$ cat config.mk
export PLATFORM = sky130hd
export DESIGN_NAME = bt656cap_dma
export DESIGN_NICKNAME = d
export VERILOG_FILES = /design/src/rtl/bt656cap_dma.sv
export SDC_FILE = /design/constraint.sdc
export NUM_CORES = 1
export LEC_CHECK = 0
export CORE_MARGIN = 2
export CORE_UTILIZATION = 39
export CTS_BUF_LIST = sky130_fd_sc_hd__clkbuf_2 sky130_fd_sc_hd__clkbuf_4 sky130_fd_sc_hd__clkbuf_8
export CTS_CLUSTER_DIAMETER = 40
export DETAILED_ROUTE_END_ITERATION = 10
export PLACE_DENSITY = 0.62
export RECOVER_POWER = 50
export SLEW_MARGIN = 20
export SYNTH_ARGS = -nofsm -noshare
export SYNTH_HDL_FRONTEND = slang
export SYNTH_SLANG_ARGS = --single-unit
$ cat constraint.sdc
create_clock -name sys_clk -period 7.1 [get_ports sys_clk]
set_clock_uncertainty 0.1 [all_clocks]
set_input_delay 0.71 -clock sys_clk [delete_from_list [all_inputs] [get_ports sys_clk]]
set_output_delay 0.71 -clock sys_clk [all_outputs]
set_load 0.01 [all_outputs]
$ cat src/rtl/bt656cap_dma.sv
// Capture-side DMA: packs 16 RGB565 pixels into one 4x64-bit FML write burst and
// walks the frame buffer burst by burst, driving frame/burst bookkeeping for the control block.
//
// Handshakes: a pixel moves on any cycle with v_stb & v_ack; v_ack is high only in FILL.
// A burst is offered with fml_stb and fml_adr held steady until fml_ack; the four data
// words follow on the next four cycles with no further handshake.
module bt656cap_dma #(
    parameter int fml_depth = 27
) (
    input  logic                 sys_clk,
    input  logic                 sys_rst,

    input  logic                 v_stb,
    output logic                 v_ack,
    input  logic                 v_sof,
    input  logic                 v_field,
    input  logic [15:0]          v_rgb565,

    input  logic [1:0]           field_filter,
    input  logic [fml_depth-6:0] fml_adr_base,
    input  logic                 last_burst,
    output logic                 in_frame,
    output logic                 start_of_frame,
    output logic                 next_burst,

    output logic [fml_depth-1:0] fml_adr,
    output logic                 fml_stb,
    output logic                 fml_we,
    input  logic                 fml_ack,
    output logic [7:0]           fml_sel,
    output logic [63:0]          fml_do,

    output logic [2:0]           state_dbg
);

    typedef enum logic [2:0] {
        S_FILL  = 3'd0,
        S_REQ   = 3'd1,
        S_D0    = 3'd2,
        S_D1    = 3'd3,
        S_D2    = 3'd4,
        S_D3    = 3'd5,
        S_NEXT  = 3'd6,
        S_CHECK = 3'd7
    } state_t;

    localparam logic [fml_depth-6:0] ADR_STEP = 1;

    state_t               state;
    state_t               state_nxt;
    logic [3:0]           cnt;
    logic                 field_q;
    logic [fml_depth-6:0] adr_hi;
    logic [15:0]          pix [16];
    logic                 sof_take;
    logic                 px_store;
    logic [1:0]           word_sel;
    logic [63:0]          word_cur;

    // An enabled v_sof always wins, even mid-field, so a restart discards the partial burst.
    always_comb begin
        sof_take = (state == S_FILL) && v_stb && v_sof && field_filter[v_field];
        px_store = (state == S_FILL) && v_stb && !sof_take && in_frame && (v_field == field_q);
    end

    always_comb begin
        state_nxt  = state;
        v_ack      = 1'b0;
        fml_stb    = 1'b0;
        next_burst = 1'b0;
        case (state)
            S_FILL: begin
                v_ack = 1'b1;
                if (px_store && (cnt == 4'd15))
                    state_nxt = S_REQ;
            end
            S_REQ: begin
                fml_stb = 1'b1;
                if (fml_ack)
                    state_nxt = S_D0;
            end
            S_D0:    state_nxt = S_D1;
            S_D1:    state_nxt = S_D2;
            S_D2:    state_nxt = S_D3;
            S_D3:    state_nxt = S_NEXT;
            S_NEXT: begin
                next_burst = 1'b1;
                state_nxt  = S_CHECK;
            end
            S_CHECK: state_nxt = S_FILL;
            default: state_nxt = S_FILL;
        endcase
    end

    // Word w holds pixels 4w..4w+3, earliest pixel in the most significant lane.
    always_comb begin
        word_sel = 2'd0;
        case (state)
            S_D1:    word_sel = 2'd1;
            S_D2:    word_sel = 2'd2;
            S_D3:    word_sel = 2'd3;
            default: word_sel = 2'd0;
        endcase
        word_cur = {pix[{word_sel, 2'd0}], pix[{word_sel, 2'd1}],
                    pix[{word_sel, 2'd2}], pix[{word_sel, 2'd3}]};
    end

    always_ff @(posedge sys_clk) begin
        if (sys_rst) begin
            state          <= S_FILL;
            cnt            <= 4'd0;
            in_frame       <= 1'b0;
            start_of_frame <= 1'b0;
            field_q        <= 1'b0;
            adr_hi         <= '0;
        end else begin
            state          <= state_nxt;
            start_of_frame <= sof_take;
            if (sof_take) begin
                in_frame <= 1'b1;
                field_q  <= v_field;
                adr_hi   <= fml_adr_base;
                cnt      <= 4'd1;
            end else if (px_store) begin
                cnt <= cnt + 4'd1;
            end
            if (state == S_NEXT)
                adr_hi <= adr_hi + ADR_STEP;
            if ((state == S_CHECK) && last_burst)
                in_frame <= 1'b0;
        end
    end

    // Pixel storage is pure datapath; its contents are only observed after 16 fresh writes.
    always_ff @(posedge sys_clk) begin
        if (sof_take)
            pix[0] <= v_rgb565;
        else if (px_store)
            pix[cnt] <= v_rgb565;
    end

    always_comb begin
        fml_adr   = {adr_hi, 5'd0};
        fml_we    = 1'b1;
        fml_sel   = 8'hff;
        fml_do    = ((state == S_D0) || (state == S_D1) || (state == S_D2) || (state == S_D3))
                    ? word_cur : 64'd0;
        state_dbg = state;
    end

endmodule
# After elaboration in Yosys (flattened, before gate mapping)
# Memory sizes are Yosys's and may differ from the RTL's.
# Cells that the tools add are included.
dict set report totals {
  register_bits 32
  ramBits 256
  input_bits 47
  output_inout_bits 108
  elab_cells 63
  mem_count 1
}
# memory depth width rd rd_clocked_by_memory_dff write_ports line_no
set memory_table {}
lappend memory_table {pix 16 16 4 0 1 54} ;# logic [15:0] pix [16];
dict set report classes {
  add_sub_neg 2
  order_cmp 1
  n_eq_ne 11
  n_mux 22
  reduce_logical 19
}
# cell count
set ops {}
lappend ops {{64-bit two-way mux} 1}
lappend ops {{22-bit two-way mux} 2}
lappend ops {{3-bit one-hot mux with 8 select lines} 1}
lappend ops {{22-bit by 1-bit adder with 22-bit output, second input constant} 1}
lappend ops {{16-bit two-way mux} 1}
lappend ops {{16-bit OR reduction} 1}
lappend ops {{1-bit two-way mux} 13}
lappend ops {{3-bit equality test, second input constant} 4}
lappend ops {{1-bit logical AND} 8}
lappend ops {{3-bit by 2-bit equality test with 1-bit output, second input constant} 2}
lappend ops {{3-bit two-way mux} 2}
lappend ops {{2-bit one-hot mux with 3 select lines} 1}
lappend ops {{4-bit by 1-bit adder with 4-bit output, second input constant} 1}
lappend ops {{4-bit equality test, second input constant} 1}
lappend ops {{4-bit two-way mux} 1}
lappend ops {{2-bit nonzero test} 2}
lappend ops {{2-bit OR reduction} 2}
lappend ops {{3-bit by 1-bit equality test with 1-bit output, second input constant} 1}
lappend ops {{3-bit logical NOT} 1}
lappend ops {{1-bit logical OR} 3}
lappend ops {{1-bit by 2-bit less-than comparator with 1-bit output, second input constant} 1}
lappend ops {{2-bit by 1-bit inequality test with 1-bit output, second input constant} 1}
lappend ops {{2-bit inequality test, second input constant} 1}
lappend ops {{2-bit AND reduction} 1}
lappend ops {{other kinds (2)} 2}

# Depth between registers and ports, before layout
# Gate-level depths: netlist of the first run.
dict set report depth {
  word_depth 13
  ltp_mapped 5
  depth_no_buf 5
}

# Least setup slack after synthesis of the first run
# OpenSTA, ideal clock, no wires.
dict set report synth_path {
  path_type {input port to flip-flop}
  start {in v_stb}
  end {mem pix[2][0], enable pin}
  setup_ns 0.430
  t_arrival_ns 2.941
  required_ns 6.570
  setup_slack_ns 3.629
  stages 3
  n_path_buf 0
  cell_sequence {nor4b_4 -> o2111ai_1 -> nor4_1}
}
dict set report synth_via {
  elab_chain_len 12
  word_cells_on_any_way 15
  classes_between {7 x mux; 8 x reduce/logical}
}
# element line_no
set synth_lines {}
lappend synth_lines {{from (decl)} 13} ;# input logic v_stb,
lappend synth_lines {{1-bit logical AND *} {62, 63}}
lappend synth_lines {{1-bit logical AND (2 in series)} 62} ;# sof_take = (state == S_FILL) && v_stb && v_sof && field_filter[v_field];
lappend synth_lines {{1-bit logical NOT} 63} ;# px_store = (state == S_FILL) && v_stb && !sof_take && in_frame && (v_field == field_q);
lappend synth_lines {{1-bit logical AND (3 in series)} 63}
lappend synth_lines {{1-bit two-way mux} 138} ;# else if (px_store)
lappend synth_lines {{1-bit two-way mux} 136} ;# if (sof_take)
lappend synth_lines {{1-bit two-way mux (implied by the code)} 139} ;# pix[cnt] <= v_rgb565;
lappend synth_lines {{16-bit OR reduction (no source line)} -}
lappend synth_lines {{4-bit two-way mux (no source line) / 1-bit two-way mux (equally long branches)} -}
lappend synth_lines {{to (decl)} 54}
# Every way passes the cells marked *; elsewhere a longest branch is shown, timed or not.

# Worst setup path after layout of the first run
dict set report layout_path {
  start {reg state[0], in the netlist state_dbg[0]}
  end {out fml_do[48]}
}
dict set report layout_via {
  elab_chain_len 5
  word_cells_on_any_way 10
  classes_between {4 x eq/ne; 2 x mux; 3 x reduce/logical; 1 x memory}
}
# element line_no
set layout_lines {}
lappend layout_lines {{from (decl)} 49} ;# state_t state;
lappend layout_lines {{from (signal assigned)} 117} ;# state <= state_nxt;
lappend layout_lines {{branches (longest 4 deep; another with memory 16 x 16 bit)} -}
lappend layout_lines {{64-bit two-way mux *} 147} ;# ? word_cur : 64'd0;
lappend layout_lines {{to (decl)} 31} ;# output logic [63:0] fml_do,
# Mark *: on every way between the ends.

==> results of run 1 <==
## logic make-up (layout without fill, tap and decap cells)
family | Yosys count | in the layout | share of synthesized area
DFF | 288 | 288 | 0.722
muxes | 130 | 130 | 0.113
AOI/OAI and AO/OA | 129 | 129 | 0.0736
and+or+nand+nor | 117 | 117 | 0.0588
buffers and inverters | 64 | 249 | 0.0276
xor gates and xnor gates | 3 | 3 | 0.00228
adders and majority gates | 2 | 2 | 0.00217
other | 2 | 14 | 0.000651
## sequential cells by signal, summed over array words and instances, names as in the netlist
name	flops
cnt	4
field_q	1
state_dbg	3
in_frame	1
start_of_frame	1
adr_hi	22
pix	256
## cell type report
class / instances / area (sq um)
well taps: 384 / 480
multi-input cells: 395 / 2950
clock buffers: 61 / 746
fillers: 2479 / 14800
inverters: 7 / 26.3
clock inverters: 23 / 111
flip-flops and latches: 288 / 8330
repair buffers: 158 / 1530
## routing by layer
layer,wire (um),part of all wire,GRT usage,vias to the layer above
met3,1260,0.047,0.0273,41
met5,0,0,0,-
li1,-,-,-,3219
met1,12100,0.45,0.241,3472
met4,556,0.021,0.0558,0
met2,13000,0.48,0.278,209
## path summary, 6_finish.rpt
kind                     end  slack (ns)  cells after the start
setup reg to reg   pix[3][6]        3.75                      5
setup / recovery  fml_do[48]        3.01                      4
hold reg to reg      field_q        0.37                      2
hold / removal       field_q        0.37                      2
## cell usage in the layout (no fill, tap or decap), drive strengths merged, types with 7 or more instances in the layout
master	n
buf	16
conb	14
edfxtp	256
dfxtp	32
nor3	7
a31oi	11
nand2	23
o211ai	8
mux2i	129
clkinv	20
a21oi	16
nand3	16
nor2	21
o22ai	64
dlygate4sd3	41
clkbuf	63
clkdlybuf4s50	99
inv	9
## power by group through the flow
| stage | Clock [mW] | Combinational, mW | Sequential (mW) |
|---|---|---|---|
| 2_1_floorplan | 0 | 0.0357 | 1.90 |
| 3_3_place_gp | 0 | 0.103 | 1.90 |
| 3_5_place_dp | 0 | 0.105 | 1.90 |
| 4_1_cts | 1.35 | 0.105 | 1.87 |
| 5_1_grt | 1.42 | 0.108 | 1.87 |
| 6_report | 1.31 | 0.0997 | 1.87 |
## worst max-delay path: cells and delay by family, from the launching register on
family / cells / cell delay [ns]
buffers and inverters: 2 / 1.48
muxes: 1 / 0.19
AOI/OAI and AO/OA: 1 / 0.30
DFF: 1 / 0.63
==> results_dict.tcl, run 1 <==
set metrics [dict create \
    layoutNonFillerInstCount 1316 \
    diodes 0 \
    worstMarginPinSlew_ns 1.37 \
    status "finished clean" \
    netlist.area_leader.share 0.667 \
    cts_buffers 46 \
    track_usage 0.172 \
    routed_wl_mm 26.9 \
    synth_area_sq_um 11500 \
    setup_slack_ns 3.01 \
    synth.avg_cell_area_sq_um 15.7 \
    cp_max_fo 62 \
    die_h_um 176 \
    slowest_stage "buf_4" \
    netlist_instances 735 \
    grt-ovfl-total 0 \
    vias_per_cell 5.27 \
    hpwlAfterDp_mm 15.7 \
    dr.pass1.iters 5 \
    min_from "field_q" \
    power.leakage_nw 4.36 \
    clk_root_buffer_cell "clkbuf_8" \
    grt_max_degree 67 \
    rsz0062_at_grt "no" \
    crit_path_cell_trace "buf_4, mux2i_1, o22ai_1, clkdlybuf4s50_1" \
    h-tree-depth 2 \
    hp-class "register to register" \
    synthFlopType "edfxtp_1" \
    pwr-share-clk 0.400 \
    gp_congestion 0.827 \
    drc 0 \
    grt_pass1_vias 6782 \
    combinationalPowerShare 0.030 \
    dpl_cell_area_sq_um 13300 \
    fin_crit_sh 0.576 \
    seq_area_frac_synth 0.722 \
    cts_tree "yes" \
    die-area_sq_um 31000 \
    slew_headroom 0.0782 \
    synth_common_cells "edfxtp_1 (256), mux2i_1 (129), o22ai_1 (64)" \
    post-cts-setup-buffers 0 \
    yosysWarnings 0 \
    via_count 6941 \
    cts_resized 0 \
    period_needed_ns 4.09 \
    crit_type "register to primary output" \
    netSwitchingFraction 0.212 \
    clock_latency_ns 0.55 \
    hold_ws_ns 0.375 \
    hold_viol_final 0 \
    die_width_um 176 \
    cp.required_ns 6.29 \
    synth-edff-count 256 \
    detail_route.iter0.violations 459 \
    r2r-start "state_dbg[2]" \
    fin_util 0.490 \
    ys_seq_elements 288 \
    p_switching_mw 0.694 \
    synth.area.top_cells "edfxtp_1 (67%), mux2i_1 (11%), dfxtp_1 (5.6%), o22ai_1 (3.5%), buf_4 (0.98%)" \
    initial_core_util 0.399 \
    holdBufCountCts 0 \
    cp.arrival_ns 3.28 \
    grt_pass1_wl_mm 40.4 \
    vdd_ir_drop_max_mv 0.101 \
    setup.worst_path.end_class "primary output" \
    ios 155 \
    nets 945 \
    cp-start-kind "register" \
    drv_slew 0 \
    port_buffers 140 \
    ys_async_sr_fraction 0 \
    cts_sinks 288 \
    core_area_sq_um 28900 \
    path_clk_slew_ns 0.06 \
    finalSetupViolCount 0 \
    yosysMostFrequentCell "edfxtp_1" \
    num_rows 62 \
    crit_path_max_incr_delay_ns 0.87 \
    total_power_mw 3.28 \
    synth_cell_types 62 \
    antenna_found_initial 2 \
    cts_max_path_buffers 3 \
    wire_per_inst_um 20.5 \
    max_freq_mhz 244 \
    ant_nets 0 \
    internal_power_mw 2.58 \
    pre_cts_slack_ns 3.50 \
    drive_gt1_frac 0.109 \
    critPathLaunch "state_dbg[0]" \
    cap_violations 0 \
    synth_top_area_cell "edfxtp_1" \
    setup_tns_ns 0 \
    place_inst 1232 \
    seq_power_share 0.569 \
    fin_area_sq_um 14200 \
    power_density_nw_per_um2 231 \
    syn2layout_area_growth_pct 22.9 \
]
No activity file was read; power rests on OpenSTA's default activity.
==> run 2: changes to the inputs <==
PLACE_DENSITY = 0.64   (was 0.62)
clock period = 3.75 ns   (was 7.1 ns; I/O delays follow)
==> run 2 against run 1 <==
Against the previous run: highest routed layer unchanged; total power up 99%; largest power group unchanged; flip-flop and latch count unchanged; wire length down 2.5%; register-to-register slack worse by 2.9 ns; first-iteration DRC count down 5.9%; worst setup slack worse by 2.4 ns; die area unchanged; global-route usage down 0.58 points; sequential share of layout area down 0.75 points; clock-buffer cell count up 4; worst hold slack worse by 0.077 ns; via count down 0.50%.
==> results_dict.tcl, run 2 (same netlist as run 1, synthesis figures left out) <==
set metrics [dict create \
    status "finished clean" \
    power_density_nw_per_um2 454 \
    r2r_cells 5 \
    die-area_sq_um 31000 \
    cts_resized 0 \
    post-cts-setup-buffers 0 \
    detail_route.iter0.violations 432 \
    initial_core_util 0.399 \
    cts_sinks 288 \
    fin_crit_sh 0.829 \
    path_clk_slew_ns 0.05 \
    r2r_setup_slack_ns 0.82 \
    via_count 6906 \
    hold_viol_final 0 \
    gp_congestion 0.839 \
    holdBufCountCts 0 \
    drc 0 \
    rsz0062_at_grt "no" \
    vdd_ir_drop_max_mv 0.232 \
    port_buffers 140 \
    slowest_stage "dfxtp_1" \
    grt-ovfl-total 0 \
    nets 949 \
    antenna_found_initial 0 \
    hp-class "input pin to register" \
    top_register "pix" \
    layout_commonest_cell "edfxtp_1" \
    r2r-start "state_dbg[2]" \
    cts_tree "yes" \
    clk_root_buffer_cell "clkbuf_8" \
    die_width_um 176 \
    num_rows 62 \
    grt_max_degree 73 \
    drv_slew 0 \
    grt_pass1_vias 6862 \
    setup.worst_path.end_class "primary output" \
    dr.pass1.iters 4 \
    ant_nets 0 \
    vias_per_cell 5.24 \
    die_h_um 176 \
    cts_buffers 47 \
    cp_max_fo 64 \
    hold_ws_ns 0.298 \
    setup_slack_ns 0.642 \
    worstReg2RegEnd "pix[10][14]" \
    crit_family "buffers and inverters" \
    core_area_sq_um 28900 \
    cap_violations 0 \
    clock_latency_ns 0.55 \
    syn2layout_area_growth_pct 24.5 \
    final_cell_mix "edfxtp_1 (256), mux2i_1 (129), clkdlybuf4s50_1 (95), o22ai_1 (64), clkbuf_8 (48)" \
    cp.required_ns 3.27 \
    grt_pass1_wl_mm 39.4 \
    crit_type "register to primary output" \
    holdPathEnd "adr_hi[6]" \
    min_from "fml_adr_base[6]" \
    power.leakage_nw 4.47 \
    ios 155 \
    wire_per_inst_um 19.9 \
    cts_max_path_buffers 3 \
    max_freq_mhz 322 \
    diodes 0 \
    worstHoldPathCells 3 \
    period_needed_ns 3.11 \
    h-tree-depth 2 \
    cp-start-kind "register" \
    finalSetupViolCount 0 \
    cp.arrival_ns 2.63 \
    path_buf_inv 2 \
    slew_headroom 0.273 \
    crit_path_cell_trace "nand2b_2, buf_12, o22ai_1, clkdlybuf4s50_1" \
    largest_reg_flops 256 \
    crit_path_max_incr_delay_ns 0.66 \
    setup_tns_ns 0 \
    pre_cts_slack_ns 0.549 \
    drive_gt1_frac 0.122 \
    largest_registers "pix (256), adr_hi (22), cnt (4)" \
    hpwlAfterDp_mm 15.4 \
    fill_cells 2423 \
    routed_wl_mm 26.2 \
    track_usage 0.167 \
    worstMarginPinSlew_ns 1.09 \
]
[run 2: how the worst max path moves through the flow]
stage | from | to | slack [ns] | cells past startpoint
after floorplan | state_dbg[2] | pix[2][0] | 0.51 | 3
after global placement | v_field | pix[7][13] | 0.62 | 5
after detailed placement | v_field | pix[7][0] | 0.55 | 5
after CTS | state_dbg[0] | fml_do[48] | 0.64 | 4
after global routing | state_dbg[1] | fml_do[63] | 0.52 | 4
final | state_dbg[1] | fml_do[51] | 0.64 | 4
[run 2: cell type report]
class	count	area [sq um]	share of cell area
well taps	384	480	0.0335
clock buffers	65	788	0.0549
repair buffers	161	1590	0.111
clock inverters	18	183	0.0127
multi-input cells	395	2960	0.206
flip-flops and latches	288	8330	0.580
inverters	7	26.3	0.00183
[run 2: through the flow]
stage | total power [mW] | std cells | util | area (sq um)
final | 6.51 | 1318 | 0.496 | 14400
after CTS | 6.58 | 1318 | 0.497 | 14400
after floorplan | 3.66 | 747 | - | 11600
after global routing | 6.71 | 1318 | 0.496 | 14400
after detailed placement | 3.80 | 1235 | 0.464 | 13400
after global placement | 3.79 | 1235 | 0.464 | 13400
[run 2: routing by layer]
layer	global-route usage	up-vias	share of wire
met1	0.230	3440	0.45
met5	0	-	0
met4	0.0510	0	0.019
met2	0.270	180	0.48
li1	-	3244	-
met3	0.0304	42	0.046
[run 2: report_power, final]
group | total [mW] | switching (mW) | leakage, nW | internal, mW
clock | 2.80 | 1.22 | 0.514 | 1.58
sequential | 3.53 | 0.0206 | 2.56 | 3.51
combinational | 0.187 | 0.111 | 1.39 | 0.0751
[run 2: worst register-to-register path: stages, from the launching register on]
cell	delay (ns)
dfxtp_1	0.48
nor4b_4	0.46
o2111a_1	0.43
nand3b_1	0.21
nor2_1	0.14
clkbuf_1	0.74
